<file path="config.mk">
export PLATFORM = sky130hd
export DESIGN_NAME = mc_ctrl_fsm_ext_flat
export DESIGN_NICKNAME = d
export VERILOG_FILES = /design/src/rtl/mc_ctrl_fsm_ext_if.sv /design/src/rtl/mc_ctrl_fsm_ext.sv /design/src/flat_wrapper.sv
export SDC_FILE = /design/constraint.sdc
export NUM_CORES = 1
export LEC_CHECK = 0
export ABC_AREA = 1
export CAP_MARGIN = 20
export CELL_PAD_IN_SITES_DETAIL_PLACEMENT = 0
export CELL_PAD_IN_SITES_GLOBAL_PLACEMENT = 1
export CORE_MARGIN = 3
export CORE_UTILIZATION = 35
export DETAILED_ROUTE_END_ITERATION = 8
export GPL_TIMING_DRIVEN = 0
export PLACE_DENSITY = 0.85
export SLEW_MARGIN = 0
export SYNTH_ARGS = -nofsm -noshare
export SYNTH_HDL_FRONTEND = slang
export SYNTH_SLANG_ARGS = --single-unit
</file>
<file path="constraint.sdc">
create_clock -name clk -period 3.1 [get_ports clk]
set_input_delay 0.31 -clock clk [delete_from_list [all_inputs] [get_ports clk]]
set_output_delay 0.31 -clock clk [all_outputs]
set_load 0.005 [all_outputs]
</file>
<file path="src/rtl/mc_ctrl_fsm_ext_if.sv">
// Control bundle between the multicycle MIPS controller and its datapath/memory port.
// master = controller side, slave = datapath side.
interface mc_ctrl_fsm_ext_if;
   logic [5:0] op;
   logic [5:0] func;
   logic       Zero;
   logic       mem_ready;

   logic       PCWrite;
   logic       PCWriteCond;
   logic       BranchNe;
   logic       pc_en;
   logic       IorD;
   logic       MemRead;
   logic       MemWrite;
   logic       IRWrite;
   logic [1:0] MemtoReg;
   logic [1:0] RegDst;
   logic       RegWrite;
   logic       ALUSrcA;
   logic [1:0] ALUSrcB;
   logic       ExtOp;
   logic [2:0] ALUOp;
   logic [1:0] PCSrc;
   logic       illegal_op;
   logic       bus_err;
   logic [3:0] state_dbg;

   modport master (
      input  op, func, Zero, mem_ready,
      output PCWrite, PCWriteCond, BranchNe, pc_en, IorD, MemRead, MemWrite,
             IRWrite, MemtoReg, RegDst, RegWrite, ALUSrcA, ALUSrcB, ExtOp,
             ALUOp, PCSrc, illegal_op, bus_err, state_dbg
   );

   modport slave (
      output op, func, Zero, mem_ready,
      input  PCWrite, PCWriteCond, BranchNe, pc_en, IorD, MemRead, MemWrite,
             IRWrite, MemtoReg, RegDst, RegWrite, ALUSrcA, ALUSrcB, ExtOp,
             ALUOp, PCSrc, illegal_op, bus_err, state_dbg
   );
endinterface

</file>
<file path="src/rtl/mc_ctrl_fsm_ext.sv">
// Multicycle MIPS control FSM with bne/I-type ALU ops, memory wait/timeout and bus error.
// Define MC_JAL_JR_EN to decode jal/jr into dedicated JAL/JR states.
module mc_ctrl_fsm_ext #(
   parameter int unsigned WAIT_MAX = 15,
   parameter int unsigned WAIT_W   = 4
) (
   input logic               clk,
   input logic               nrst,
   mc_ctrl_fsm_ext_if.master bus
);

   typedef enum logic [3:0] {
      S_FETCH     = 4'd0,
      S_DECODE    = 4'd1,
      S_MEM_ADDR  = 4'd2,
      S_MEM_READ  = 4'd3,
      S_MEM_WB    = 4'd4,
      S_MEM_WRITE = 4'd5,
      S_R_EXEC    = 4'd6,
      S_R_WB      = 4'd7,
      S_BRANCH    = 4'd8,
      S_JUMP      = 4'd9,
      S_I_EXEC    = 4'd10,
      S_I_WB      = 4'd11
`ifdef MC_JAL_JR_EN
      ,
      S_JAL       = 4'd12,
      S_JR        = 4'd13
`endif
   } state_t;

   localparam logic [5:0] OP_R    = 6'b000000;
   localparam logic [5:0] OP_LW   = 6'b100011;
   localparam logic [5:0] OP_SW   = 6'b101011;
   localparam logic [5:0] OP_BEQ  = 6'b000100;
   localparam logic [5:0] OP_BNE  = 6'b000101;
   localparam logic [5:0] OP_J    = 6'b000010;
   localparam logic [5:0] OP_ADDI = 6'b001000;
   localparam logic [5:0] OP_SLTI = 6'b001010;
   localparam logic [5:0] OP_ANDI = 6'b001100;
   localparam logic [5:0] OP_ORI  = 6'b001101;
`ifdef MC_JAL_JR_EN
   localparam logic [5:0] OP_JAL  = 6'b000011;
   localparam logic [5:0] FN_JR   = 6'b001000;
`endif

   typedef struct packed {
      logic       pc_write;
      logic       pc_write_cond;
      logic       branch_ne;
      logic       iord;
      logic       mem_read;
      logic       mem_write;
      logic [1:0] mem_to_reg;
      logic [1:0] reg_dst;
      logic       reg_write;
      logic       alu_src_a;
      logic [1:0] alu_src_b;
      logic       ext_op;
      logic [2:0] alu_op;
      logic [1:0] pc_src;
   } ctl_t;

   // Moore control word for a state; op only matters for BRANCH and I_EXEC,
   // and is stable in the IR while those states are entered.
   function automatic ctl_t f_decode(input state_t s, input logic [5:0] opc);
      ctl_t c;
      c = '0;
      case (s)
         S_DECODE: begin
            c.alu_src_b = 2'b11;
            c.ext_op    = 1'b1;
         end
         S_MEM_ADDR: begin
            c.alu_src_a = 1'b1;
            c.alu_src_b = 2'b10;
            c.ext_op    = 1'b1;
         end
         S_MEM_READ: begin
            c.iord     = 1'b1;
            c.mem_read = 1'b1;
         end
         S_MEM_WB: begin
            c.mem_to_reg = 2'b01;
            c.reg_write  = 1'b1;
         end
         S_MEM_WRITE: begin
            c.iord      = 1'b1;
            c.mem_write = 1'b1;
         end
         S_R_EXEC: begin
            c.alu_src_a = 1'b1;
            c.alu_op    = 3'b010;
         end
         S_R_WB: begin
            c.reg_dst   = 2'b01;
            c.reg_write = 1'b1;
         end
         S_I_EXEC: begin
            c.alu_src_a = 1'b1;
            c.alu_src_b = 2'b10;
            case (opc)
               OP_SLTI: begin
                  c.ext_op = 1'b1;
                  c.alu_op = 3'b101;
               end
               OP_ANDI: c.alu_op = 3'b011;
               OP_ORI:  c.alu_op = 3'b100;
               default: c.ext_op = 1'b1;
            endcase
         end
         S_I_WB: c.reg_write = 1'b1;
         S_BRANCH: begin
            c.alu_src_a     = 1'b1;
            c.alu_op        = 3'b001;
            c.pc_write_cond = 1'b1;
            c.pc_src        = 2'b01;
            c.branch_ne     = (opc == OP_BNE);
         end
         S_JUMP: begin
            c.pc_write = 1'b1;
            c.pc_src   = 2'b10;
         end
`ifdef MC_JAL_JR_EN
         S_JAL: begin
            c.pc_write   = 1'b1;
            c.pc_src     = 2'b10;
            c.reg_dst    = 2'b10;
            c.mem_to_reg = 2'b10;
            c.reg_write  = 1'b1;
         end
         S_JR: begin
            c.alu_src_a = 1'b1;
            c.pc_write  = 1'b1;
            c.pc_src    = 2'b11;
         end
`endif
         default: begin
            c.mem_read  = 1'b1;
            c.alu_src_b = 2'b01;
         end
      endcase
      return c;
   endfunction

   state_t              r_state;
   logic [WAIT_W-1:0]   r_wait_cnt;
   logic                r_bus_err;
   ctl_t                r_ctl;

   state_t              w_next;
   logic                w_timeout;
   logic                w_illegal;
   logic                w_wait_lim;
   logic                w_waiting;
   logic                w_fetch_ack;
   logic                w_pc_write;

   assign w_wait_lim = (r_wait_cnt == WAIT_W'(WAIT_MAX));

   always_comb begin
      w_next    = S_FETCH;
      w_timeout = 1'b0;
      w_illegal = 1'b0;
      w_waiting = 1'b0;
      case (r_state)
         S_FETCH: begin
            if (bus.mem_ready) begin
               w_next = S_DECODE;
            end else begin
               w_waiting = 1'b1;
               w_timeout = w_wait_lim;
            end
         end
         S_DECODE: begin
            case (bus.op)
               OP_LW, OP_SW:                      w_next = S_MEM_ADDR;
`ifdef MC_JAL_JR_EN
               OP_R:    w_next = (bus.func == FN_JR) ? S_JR : S_R_EXEC;
               OP_JAL:  w_next = S_JAL;
`else
               OP_R:    w_next = S_R_EXEC;
`endif
               OP_BEQ, OP_BNE:                    w_next = S_BRANCH;
               OP_J:                              w_next = S_JUMP;
               OP_ADDI, OP_SLTI, OP_ANDI, OP_ORI: w_next = S_I_EXEC;
               default:                           w_illegal = 1'b1;
            endcase
         end
         S_MEM_ADDR: w_next = (bus.op == OP_SW) ? S_MEM_WRITE : S_MEM_READ;
         S_MEM_READ: begin
            if (bus.mem_ready) begin
               w_next = S_MEM_WB;
            end else begin
               w_waiting = 1'b1;
               w_timeout = w_wait_lim;
               w_next    = w_wait_lim ? S_FETCH : S_MEM_READ;
            end
         end
         S_MEM_WRITE: begin
            if (!bus.mem_ready) begin
               w_waiting = 1'b1;
               w_timeout = w_wait_lim;
               w_next    = w_wait_lim ? S_FETCH : S_MEM_WRITE;
            end
         end
         S_R_EXEC: w_next = S_R_WB;
         S_I_EXEC: w_next = S_I_WB;
         default:  w_next = S_FETCH;
      endcase
   end

   // Outputs are registered from the next state so they line up with r_state.
   always_ff @(posedge clk or negedge nrst) begin
      if (!nrst) begin
         r_state    <= S_FETCH;
         r_wait_cnt <= '0;
         r_bus_err  <= 1'b0;
         r_ctl      <= f_decode(S_FETCH, '0);
      end else begin
         r_state <= w_next;
         r_ctl   <= f_decode(w_next, bus.op);
         if (w_timeout) begin
            r_bus_err <= 1'b1;
         end
         if (w_timeout || (w_next != r_state)) begin
            r_wait_cnt <= '0;
         end else if (w_waiting) begin
            r_wait_cnt <= r_wait_cnt + WAIT_W'(1);
         end
      end
   end

   // Fetch write enables follow mem_ready directly and are held off during reset.
   assign w_fetch_ack = (r_state == S_FETCH) && bus.mem_ready && nrst;
   assign w_pc_write  = r_ctl.pc_write | w_fetch_ack;

   assign bus.PCWrite     = w_pc_write;
   assign bus.IRWrite     = w_fetch_ack;
   assign bus.PCWriteCond = r_ctl.pc_write_cond;
   assign bus.BranchNe    = r_ctl.branch_ne;
   assign bus.pc_en       = w_pc_write | (r_ctl.pc_write_cond & (bus.Zero ^ r_ctl.branch_ne));
   assign bus.IorD        = r_ctl.iord;
   assign bus.MemRead     = r_ctl.mem_read;
   assign bus.MemWrite    = r_ctl.mem_write;
   assign bus.MemtoReg    = r_ctl.mem_to_reg;
   assign bus.RegDst      = r_ctl.reg_dst;
   assign bus.RegWrite    = r_ctl.reg_write;
   assign bus.ALUSrcA     = r_ctl.alu_src_a;
   assign bus.ALUSrcB     = r_ctl.alu_src_b;
   assign bus.ExtOp       = r_ctl.ext_op;
   assign bus.ALUOp       = r_ctl.alu_op;
   assign bus.PCSrc       = r_ctl.pc_src;
   assign bus.illegal_op  = w_illegal;
   assign bus.bus_err     = r_bus_err;
   assign bus.state_dbg   = r_state;

endmodule

</file>
<file path="src/flat_wrapper.sv">
// flat-port wrapper written by rule: the top's interface ports become plain ports
module mc_ctrl_fsm_ext_flat 
#(
   parameter int unsigned WAIT_MAX = 15,
   parameter int unsigned WAIT_W   = 4
)
  (clk, nrst, bus_op, bus_func, bus_Zero, bus_mem_ready, bus_PCWrite, bus_PCWriteCond, bus_BranchNe, bus_pc_en, bus_IorD, bus_MemRead, bus_MemWrite, bus_IRWrite, bus_MemtoReg, bus_RegDst, bus_RegWrite, bus_ALUSrcA, bus_ALUSrcB, bus_ExtOp, bus_ALUOp, bus_PCSrc, bus_illegal_op, bus_bus_err, bus_state_dbg);
  mc_ctrl_fsm_ext_if bus_i ();
  input logic clk;
  input logic nrst;
  input wire logic [$bits(bus_i.op)-1:0] bus_op;
  input wire logic [$bits(bus_i.func)-1:0] bus_func;
  input wire logic [$bits(bus_i.Zero)-1:0] bus_Zero;
  input wire logic [$bits(bus_i.mem_ready)-1:0] bus_mem_ready;
  output wire logic [$bits(bus_i.PCWrite)-1:0] bus_PCWrite;
  output wire logic [$bits(bus_i.PCWriteCond)-1:0] bus_PCWriteCond;
  output wire logic [$bits(bus_i.BranchNe)-1:0] bus_BranchNe;
  output wire logic [$bits(bus_i.pc_en)-1:0] bus_pc_en;
  output wire logic [$bits(bus_i.IorD)-1:0] bus_IorD;
  output wire logic [$bits(bus_i.MemRead)-1:0] bus_MemRead;
  output wire logic [$bits(bus_i.MemWrite)-1:0] bus_MemWrite;
  output wire logic [$bits(bus_i.IRWrite)-1:0] bus_IRWrite;
  output wire logic [$bits(bus_i.MemtoReg)-1:0] bus_MemtoReg;
  output wire logic [$bits(bus_i.RegDst)-1:0] bus_RegDst;
  output wire logic [$bits(bus_i.RegWrite)-1:0] bus_RegWrite;
  output wire logic [$bits(bus_i.ALUSrcA)-1:0] bus_ALUSrcA;
  output wire logic [$bits(bus_i.ALUSrcB)-1:0] bus_ALUSrcB;
  output wire logic [$bits(bus_i.ExtOp)-1:0] bus_ExtOp;
  output wire logic [$bits(bus_i.ALUOp)-1:0] bus_ALUOp;
  output wire logic [$bits(bus_i.PCSrc)-1:0] bus_PCSrc;
  output wire logic [$bits(bus_i.illegal_op)-1:0] bus_illegal_op;
  output wire logic [$bits(bus_i.bus_err)-1:0] bus_bus_err;
  output wire logic [$bits(bus_i.state_dbg)-1:0] bus_state_dbg;
  assign bus_i.op = bus_op;
  assign bus_i.func = bus_func;
  assign bus_i.Zero = bus_Zero;
  assign bus_i.mem_ready = bus_mem_ready;
  assign bus_PCWrite = bus_i.PCWrite;
  assign bus_PCWriteCond = bus_i.PCWriteCond;
  assign bus_BranchNe = bus_i.BranchNe;
  assign bus_pc_en = bus_i.pc_en;
  assign bus_IorD = bus_i.IorD;
  assign bus_MemRead = bus_i.MemRead;
  assign bus_MemWrite = bus_i.MemWrite;
  assign bus_IRWrite = bus_i.IRWrite;
  assign bus_MemtoReg = bus_i.MemtoReg;
  assign bus_RegDst = bus_i.RegDst;
  assign bus_RegWrite = bus_i.RegWrite;
  assign bus_ALUSrcA = bus_i.ALUSrcA;
  assign bus_ALUSrcB = bus_i.ALUSrcB;
  assign bus_ExtOp = bus_i.ExtOp;
  assign bus_ALUOp = bus_i.ALUOp;
  assign bus_PCSrc = bus_i.PCSrc;
  assign bus_illegal_op = bus_i.illegal_op;
  assign bus_bus_err = bus_i.bus_err;
  assign bus_state_dbg = bus_i.state_dbg;
  mc_ctrl_fsm_ext #(.WAIT_MAX(WAIT_MAX), .WAIT_W(WAIT_W)) u_core (.clk(clk), .nrst(nrst), .bus(bus_i));
endmodule
</file>
# [Word level (Yosys, flattened, before mapping)]
# Index checks and enable logic that the tools add are counted.
# W data, S select, Z words.
[op_classes] muxes=31 shift=0 reduce_logical=19 div=0 bitwise=4 mul=0 eq_ne=28 n_lt_le_gt_ge=0 add_sub_neg=1
[op_table] op="$pmux W4 S7" count=1
[op_table] op="$eq A4 B3 Y1 const B" count=6
[op_table] op="$eq A4 B4 Y1 const B" count=6
[op_table] op="$eq A6 B4 Y1 const B" count=4
[op_table] op="$pmux W4 S5" count=1
[op_table] op="$reduce_or A10 Y1" count=2
[op_table] op="$pmux W3 S3" count=2
[op_table] op="$eq A4 B2 Y1 const B" count=4
[op_table] op="$mux W1" count=16
[op_table] op="$mux W4" count=4
[op_table] op="$eq A6 B3 Y1 const B" count=2
[op_table] op="$eq A6 B6 Y1 const B" count=2
[op_table] op="$reduce_or A2 Y1" count=6
[op_table] op="$eq A4 B1 Y1 const B" count=2
[op_table] op="$reduce_or A4 Y1" count=2
[op_table] op="$reduce_or A8 Y1" count=1
[op_table] op="$eq A6 B2 Y1 const B" count=1
[op_table] op="$logic_not A6 Y1" count=1
[op_table] op="$mux W3" count=2
[op_table] op="$pmux W2 S3" count=1
[op_table] op="$reduce_or A3 Y1" count=2
[op_table] op="$add A4 B1 Y4 const B" count=1
[op_table] op="$logic_not A4 Y1" count=1
[op_table] op="$mux W2" count=2
[op_table] op="other kinds (9)" count=11
[totals] wordCells=100 out_inout_bits=28 latchBits=0 ram_bits=0 memories=0 ff_bits=27 input_bits=16 romBits=0

# [Depth between registers and ports, before layout]
# Gate-level depths: netlist (run 1).
[depth] depth_word=7 mapped_depth=12 mapped_depth_nobuf=11

# [Least setup slack after synthesis (run 1)]
# Ideal clock, no wire load.
[synth_timing] kind="register to register" start="register u_core.r_wait_cnt[0]" end="register u_core.r_wait_cnt[2]" slack_ns=1.649 arrival_time_ns=1.331 stages_incl_launch_ff=12 period_less_slack_ns=1.451 setup_ns=0.120 n_path_buf=0 required_time_ns=2.980 cell_sequence="dfrtp_1 > ha_1 > nand3_1 > nand2_1 > nor2_1 > nor2_2 > nand2_2 > nand2_1 > nand3_1 > nor2_2 > nand2_2 > nor2_1"
[synth_between] elab_chain_cells=7 word_cells_on_any_way=14 cone_classes="add/sub (1); eq/ne (2); mux (9); reduce/logical (2)"
[synth_rtl] element="start, declared" line="mc_ctrl_fsm_ext.sv:147" text="logic [WAIT_W-1:0] r_wait_cnt;"
[synth_rtl] element="start signal, assigned" line="mc_ctrl_fsm_ext.sv:229" text="r_wait_cnt <= r_wait_cnt + WAIT_W'(1);"
[synth_rtl] element="$eq A4 B4 Y1 (*)" line="mc_ctrl_fsm_ext.sv:159" text="assign w_wait_lim = (r_wait_cnt == WAIT_W'(WAIT_MAX));"
[synth_rtl] element="$mux W3 (*)" line="mc_ctrl_fsm_ext.sv:204" text="w_next = w_wait_lim ? S_FETCH : S_MEM_WRITE;"
[synth_rtl] element="$mux W4 (*)" line="mc_ctrl_fsm_ext.sv:201" text="if (!bus.mem_ready) begin"
[synth_rtl] element="$pmux W4 S7 (*)" line="mc_ctrl_fsm_ext.sv:166" text="case (r_state)"
[synth_rtl] element="net u_core.w_next[2]" line="mc_ctrl_fsm_ext.sv:151" text="state_t w_next;"
[synth_rtl] element="$ne A4 B4 Y1 (*)" line="mc_ctrl_fsm_ext.sv:226" text="if (w_timeout || (w_next != r_state)) begin"
[synth_rtl] element="$logic_or A1 B1 Y1 (*)" line="mc_ctrl_fsm_ext.sv:226"
[synth_rtl] element="$mux W4 or $reduce_bool A2 Y1 (tied branches)"
# The timed path passes the listed nets; every way through them passes the cells marked *. The select of a mux whose other input is x is not followed.
# A chain may end at the register's enable or synchronous reset.

# [Final worst setup path (run 1)]
[layout_timing] start="input nrst" end="output bus_pc_en"
[layout_between] elab_chain_cells=3
[layout_rtl] element="start, declared" line="flat_wrapper.sv:10" text="input logic nrst;"
[layout_rtl] element="$logic_and A1 B1 Y1" line="mc_ctrl_fsm_ext.sv:235" text="assign w_fetch_ack = (r_state == S_FETCH) && bus.mem_ready && nrst;"
[layout_rtl] element="$or A1 B1 Y1" line="mc_ctrl_fsm_ext.sv:236" text="assign w_pc_write = r_ctl.pc_write | w_fetch_ack;"
[layout_rtl] element="$or A1 B1 Y1" line="mc_ctrl_fsm_ext.sv:242" text="assign bus.pc_en = w_pc_write | (r_ctl.pc_write_cond & (bus.Zero ^ r_ctl.branch_ne));"
[layout_rtl] element="end, declared" line="flat_wrapper.sv:18" text="output wire logic [$bits(bus_i.pc_en)-1:0] bus_pc_en;"
# No other way between the ends.

==> results of run 1 <==
[Yosys cell counts (2+ instances only)]
cell type	count	area share, %
nor2_2	6	2.6
inv_2	2	0.53
dfrtp_1	24	42
buf_4	11	5.8
nand4_1	4	1.8
nand3_2	3	2.1
dfstp_2	2	3.7
nand2_2	5	2.2
nor2_1	27	7.1
inv_1	26	6.9
nor2_4	2	1.6
o21ai_1	3	1.1
nand2_1	33	8.7
nor3_1	3	1.1
nand3_1	16	5.6
o21ai_0	2	0.71
[cells by family (layout without fill, tap and decap cells)]
family,Yosys count,after routing,share of synthesized area (%)
AND/OR/NAND/NOR,100,100,33.60
buffers and inverters,41,80,14.37
flip-flops,26,26,46.03
AO/OA/AOI/OAI,9,9,3.616
XOR/XNOR,2,2,1.235
adder cells (fa/ha/maj),1,1,0.8817
other,1,2,0.2643
[report_power, final]
part	switching [W]	total, W	internal [W]
logic	0.000268	0.000518	0.000250
clock network	0.0000954	0.000182	0.0000869
registers	0.0000343	0.000445	0.000411
total	0.000397	0.00115	0.000748
[per-stage QoR]
step | power, W | util, % | hold WS [ps] | instance area, um2 | worst slack [ps]
6_report | 0.001145 | 50.43 | 409.6 | 1902 | 553.4
5_1_grt | 0.001244 | 50.43 | 435.3 | 1902 | 377.9
4_1_cts | 0.001159 | 50.43 | 424.4 | 1902 | 502.1
3_5_place_dp | 0.0009744 | 49.34 | 453.8 | 1861 | 505.9
3_3_place_gp | 0.0009653 | 48.61 | 448.4 | 1833 | 218.0
2_1_floorplan | 0.0007597 | - | 14.41 | 1423 | 1649
[registers in the layout, summed over array words and instances (netlist names), 2 cells and up]
register,count
u_core.bus.ALUOp,3
u_core.bus.ALUSrcB,2
u_core.bus.state_dbg,4
u_core.r_wait_cnt,4
[worst max-delay path: stages]
cell             delay [ps]
clkdlybuf4s50_1         840
buf_16                  220
inv_1                    50
nor2_1                  130
inv_1                    70
o211ai_1                 80
clkdlybuf4s50_1         530
[routing by layer]
metal / GRT usage [%] / part of all wire, % / wire (um) / vias to the layer above
met2: 20.76 / 47 / 1328 / 31
li1: - / - / - / 622
met1: 16.64 / 47 / 1340 / 535
met5: 0 / 0 / 0 / -
met3: 1.594 / 4.3 / 123 / 5
met4: 5.106 / 1.5 / 43 / 0
[worst paths after layout]
kind	from	end	slack, ps	cells past startpoint
max	nrst	bus_pc_en	550	7
min	nrst	u_core.bus.ALUOp[1]$_DFF_PN0_	410	1
max reg2reg	u_core.bus.state_dbg[1]$_DFF_PN0_	u_core.bus.BranchNe$_DFF_PN0_	1420	9
min reg2reg	u_core.r_wait_cnt[0]$_DFFE_PN0P_	u_core.r_wait_cnt[0]$_DFFE_PN0P_	460	1
max in group asynchronous	nrst	u_core.bus.MemRead$_DFF_PN1_	2130	2
min in group clk	u_core.r_wait_cnt[0]$_DFFE_PN0P_	u_core.r_wait_cnt[0]$_DFFE_PN0P_	460	1
[layout make-up]
cell class | count | area [um2] | area share, %
Sequential cell | 26 | 653.1 | 34.34
Multi-Input combinational cell | 114 | 565.5 | 29.74
Timing Repair Buffer | 36 | 377.9 | 19.87
Inverter | 29 | 110.1 | 5.790
Buffer | 12 | 93.84 | 4.934
Tap cell | 48 | 60.06 | 3.158
Clock buffer | 3 | 41.29 | 2.171
[cell usage in the layout (no fill, tap or decap)]
cell type        synthesis  final
dfrtp_1                 24     24
nand2_1                 33     33
dfstp_2                  2      2
inv_1                   26     26
clkdlybuf4s50_1          0     35
buf_4                   11     11
nand3_2                  3      3
nand4_1                  4      4
buf_6                    1      1
xor2_1                   1      1
nor3_1                   3      3
conb_1                   1      2
nand3_1                 16     16
o21ai_0                  2      2
a21oi_1                  1      1
inv_2                    2      2
nor2_4                   2      2
buf_16                   0      1
o31ai_1                  1      1
clkbuf_8                 0      3
o211ai_1                 1      1
o22ai_1                  1      1
o21ai_1                  3      3
nand2_2                  5      5
ha_1                     1      1
clkinv_2                 1      1
nor2_2                   6      6
nor3_2                   1      1
xnor2_1                  1      1
nor2_1                  27     27
==> results.sh, run 1 <==
export IMPL_status="completed"
export IMPL_period_share_pct=82.15
export IMPL_cts_root_buf="clkbuf_8"
export IMPL_grt_overflow_total=0
export IMPL_syn_cell_area_mm2=0.001419
export IMPL_peakVddDrop_mv=0.1974
export IMPL_fillCellCount=374
export IMPL_layout_nets=239
export IMPL_fin_cells=268
export IMPL_ys_dominant_reg_cell="dfrtp_1"
export IMPL_vias_per_cell=4.451
export IMPL_cts_tree="done"
export IMPL_power_density_mw_per_mm2=602.1
export IMPL_dpl_hpwl_mm=2.313
export IMPL_end_kind="output port"
export IMPL_yosysWarnings=0
export IMPL_grt_pass1_wl_mm=4.981
export IMPL_arrival_ps=2240
export IMPL_synth_seq_area_share_pct=46.03
export IMPL_die_area_mm2=0.004854
export IMPL_fp_row_count=22
export IMPL_async_flop_share_pct=100.0
export IMPL_ys_ff_latch=26
export IMPL_setup_viol=0
export IMPL_diodes=0
export IMPL_dp_cells=265
export IMPL_p_leak_nw=1.023
export IMPL_drt_wl_total_mm=2.836
export IMPL_grtUsageTotal_pct=12.58
export IMPL_area_growth_pct=34.04
export IMPL_max_cap_violations=0
export IMPL_synthCells=180
export IMPL_hold_buffers=0
export IMPL_crit_path_start_kind="input pin"
export IMPL_wl_per_cell_um=10.58
export IMPL_rsz0062_at_grt="false"
export IMPL_hold_viol_final=0
export IMPL_drt_iter0_drc=85
export IMPL_hold_path_class="in -> async"
export IMPL_grt_antenna_before_repair=0
export IMPL_design_core_area_mm2=0.003771
export IMPL_vias=1193
export IMPL_cts_buffers=3
export IMPL_cts_resized=0
export IMPL_fp_dieH_um=69.67
export IMPL_synthDistinctLibCells=27
export IMPL_ant_nets=0
export IMPL_grt_pass1_vias=1147
export IMPL_final_max_slew_viol_count=0
export IMPL_cp_max_fo=18
export IMPL_postCtsSetupRepairBufs=0
export IMPL_worstPathRequired_ps=2790
export IMPL_worstSetupPathType="in -> out"
export IMPL_synth_edf_count=0
export IMPL_dieWidth_um=69.67
export IMPL_layout_drive_gt1_share_pct=17.27
export IMPL_finClkSkew_ps=1.352
export IMPL_max_freq_ghz=0.3927
export IMPL_htree_num_levels=1
export IMPL_clock_sinks=26
export IMPL_clkTransAtPathRegs_ps=80
export IMPL_clk_latency_ps=260
export IMPL_portBuffers=35
export IMPL_clockBufferDepth=2
export IMPL_grt_max_degree=19
export IMPL_syn_avg_cell_area_um2=7.883
export IMPL_setup_tns_ps=0
export IMPL_first_pass_iters=4
export IMPL_drcViolationCount=0
export IMPL_place_congestion=0.8725
export IMPL_min_period_ps=2547
export IMPL_worst_pin_slew_ps=577.5
export IMPL_ios=44
export IMPL_slew_headroom_pct=61.38
export IMPL_start_util_pct=37.62
No activity file was read; power rests on OpenSTA's default activity.
==> run 2, diff against run 1 <==
--- a/config.mk
+++ b/config.mk
@@ -10,10 +10,10 @@
 export CELL_PAD_IN_SITES_DETAIL_PLACEMENT = 0
 export CELL_PAD_IN_SITES_GLOBAL_PLACEMENT = 1
 export CORE_MARGIN = 3
-export CORE_UTILIZATION = 35
+export CORE_UTILIZATION = 33
 export DETAILED_ROUTE_END_ITERATION = 8
 export GPL_TIMING_DRIVEN = 0
-export PLACE_DENSITY = 0.85
+export PLACE_DENSITY = 0.81
 export SLEW_MARGIN = 0
 export SYNTH_ARGS = -nofsm -noshare
 export SYNTH_HDL_FRONTEND = slang
==> constraint.sdc (replaced) <==
create_clock -name clk -period 2.38 [get_ports clk]
set_input_delay 0.238 -clock clk [delete_from_list [all_inputs] [get_ports clk]]
set_output_delay 0.238 -clock clk [all_outputs]
set_load 0.005 [all_outputs]
==> run 2 against run 1 <==
Against the previous run: global-route usage fell by 0.91 points; sequential power rose by 30%; total power rose by 41%; die area rose by 5.5%; flip-flop and latch count did not move; sequential share of layout area fell by 1.1 points; count of clock-buffer cells in the layout did not move; critical endpoint unchanged; highest routed layer unchanged.
==> results.sh, run 2 (synthesis gave the netlist of run 1 again) <==
export IMPL_status="completed"
export IMPL_layout_nets=241
export IMPL_dp_slack_ps=9.277
export IMPL_finClkSkew_ps=2.543
export IMPL_grt_antenna_before_repair=0
export IMPL_grt_pass1_vias=1108
export IMPL_crit_family="buffers and inverters"
export IMPL_hold_viol_final=0
export IMPL_min_period_ps=2246
export IMPL_fp_dieH_um=71.57
export IMPL_max_stage_delay_ps=520
export IMPL_htree_num_levels=1
export IMPL_arrival_ps=2010
export IMPL_vias_per_cell=4.374
export IMPL_power_density_mw_per_mm2=823.9
export IMPL_path_cells="dlygate4sd3_1, dlymetal6s2s_1, buf_16, inv_1, nor2_1, inv_1, o211ai_1, clkdlybuf4s50_1"
export IMPL_cts_tree="done"
export IMPL_max_cap_violations=0
export IMPL_diodes=0
export IMPL_grt_max_degree=21
export IMPL_design_core_area_mm2=0.004086
export IMPL_peakVddDrop_mv=0.2939
export IMPL_ant_nets=0
export IMPL_grtUsageTotal_pct=11.67
export IMPL_cp_num_buf_inv=6
export IMPL_p_total_w=0.001616
export IMPL_wl_per_cell_um=10.18
export IMPL_max_freq_ghz=0.4452
export IMPL_cp_max_fo=20
export IMPL_p_seq_share_pct=35.9
export IMPL_p_int_w=0.001088
export IMPL_clock_sinks=26
export IMPL_grt_pass1_wl_mm=4.830
export IMPL_drt_iter0_drc=66
export IMPL_fp_row_count=23
export IMPL_die_area_mm2=0.005122
export IMPL_setup_viol=0
export IMPL_slowest_stage="dlygate4sd3_1"
export IMPL_vias=1194
export IMPL_dieWidth_um=71.57
export IMPL_end_kind="output port"
export IMPL_worstPathRequired_ps=2140
export IMPL_power_frac_clock_pct=22.2
export IMPL_final_cell_mix="clkdlybuf4s50_1 (34), nand2_1 (33), nor2_1 (27)"
export IMPL_cts_buffers=3
export IMPL_crit_top_cell="inv_1"
export IMPL_area_growth_pct=38.27
export IMPL_drt_wl_total_mm=2.778
export IMPL_p_leak_nw=1.057
export IMPL_mostFrequentLayoutCell="clkdlybuf4s50_1"
export IMPL_dpl_hpwl_mm=2.279
export IMPL_layout_setup_ws_ps=134.0
export IMPL_drcViolationCount=0
export IMPL_holdWs_ps=460.4
export IMPL_worstSetupPathType="in -> out"
export IMPL_clockBufferDepth=2
export IMPL_switching_power_w=0.0005280
export IMPL_final_max_slew_viol_count=0
export IMPL_crit_path_start_kind="input pin"
export IMPL_clkTransAtPathRegs_ps=90
export IMPL_grt_overflow_total=0
export IMPL_postCtsSetupRepairBufs=0
export IMPL_setup_tns_ps=0
export IMPL_cts_root_buf="clkbuf_8"
export IMPL_swShare_pct=32.67
export IMPL_p_comb_share_pct=41.9
export IMPL_rsz0062_at_grt="false"
export IMPL_start_util_pct=34.72
export IMPL_layout_drive_gt1_share_pct=17.49
export IMPL_ios=44
export IMPL_portBuffers=35
export IMPL_hold_path_class="reg -> reg"
export IMPL_clk_latency_ps=270
export IMPL_place_congestion=0.7964
export IMPL_period_share_pct=94.37
export IMPL_first_pass_iters=4
==> run 2: cell types whose count changed in the layout (fill, tap and decap cells not counted), sizes merged <==
cell           previous run  this run
bufinv                    0         1
clkdlybuf4s50            35        34
dlygate4sd3               0         2
dlymetal6s2s              0         1
==> run 2: layout make-up <==
class	instances	area, um2
buffer	12	93.84
clock buffer	3	41.29
clock inverter	1	30.03
fill	425	2125
inverter	29	110.1
multi-input combinational	114	570.5
sequential	26	653.1
tap	50	62.56
timing repair buffer	38	400.4
==> run 2: power by group through the flow <==
stage	clock [W]	sequential [W]	combinational, W
6_report	0.000359	0.000580	0.000677
5_1_grt	0.000383	0.000595	0.000763
4_1_cts	0.000369	0.000580	0.000684
3_5_place_dp	0	0.000589	0.000679
3_3_place_gp	0	0.000588	0.000671
2_1_floorplan	0	0.000589	0.000401
==> run 2: worst reg2reg max path: stages (launching register included) <==
cell and delay, ps:
dfrtp_1 460, inv_1 100, nor2_1 60, nand2_1 150
nand2_2 80, nor2_4 140, nand2_1 110, nor2_2 190
nand3_2 160, nor3_2 140
==> run 2: metal layers <==
metal,routed length [um],GRT usage (%),vias up
li1,-,-,629
met1,1327,16.12,533
met2,1296,18.98,28
met3,123,1.543,4
met4,31,3.758,0
met5,0,0,-
==> run 2: what timing repair did <==
action,4_1_cts,5_1_grt
hold endpoints to repair,0,7
endpoints found under the setup margin,0,2
resized for setup,0,2
hold buffers,0,2
==> run 2: through the flow <==
| stage | utilization, % | cells | cell area, um2 |
|---|---|---|---|
| 4_1_cts | 47.34 | 271 | 1934 |
| 3_5_place_dp | 45.59 | 267 | 1863 |
| 6_report | 48.01 | 273 | 1962 |
| 5_1_grt | 48.01 | 273 | 1962 |
| 3_3_place_gp | 44.92 | 266 | 1836 |
| 2_1_floorplan | - | 181 | 1423 |
==> run 2: path summary, 6_finish.rpt <==
path	startpoint	slack [ps]	cells past startpoint	endpoint
worst max-delay path	nrst	130	8	bus_pc_en
worst min-delay path	u_core.r_wait_cnt[0]$_DFFE_PN0P_	460	1	u_core.r_wait_cnt[0]$_DFFE_PN0P_
worst max register to register	u_core.bus.state_dbg[2]$_DFF_PN0_	730	9	u_core.bus.BranchNe$_DFF_PN0_
worst min register to register	u_core.r_wait_cnt[0]$_DFFE_PN0P_	460	1	u_core.r_wait_cnt[0]$_DFFE_PN0P_
max in group asynchronous	nrst	1090	3	u_core.bus.state_dbg[3]$_DFF_PN0_
min in group asynchronous	nrst	530	3	u_core.bus.RegWrite$_DFF_PN0_
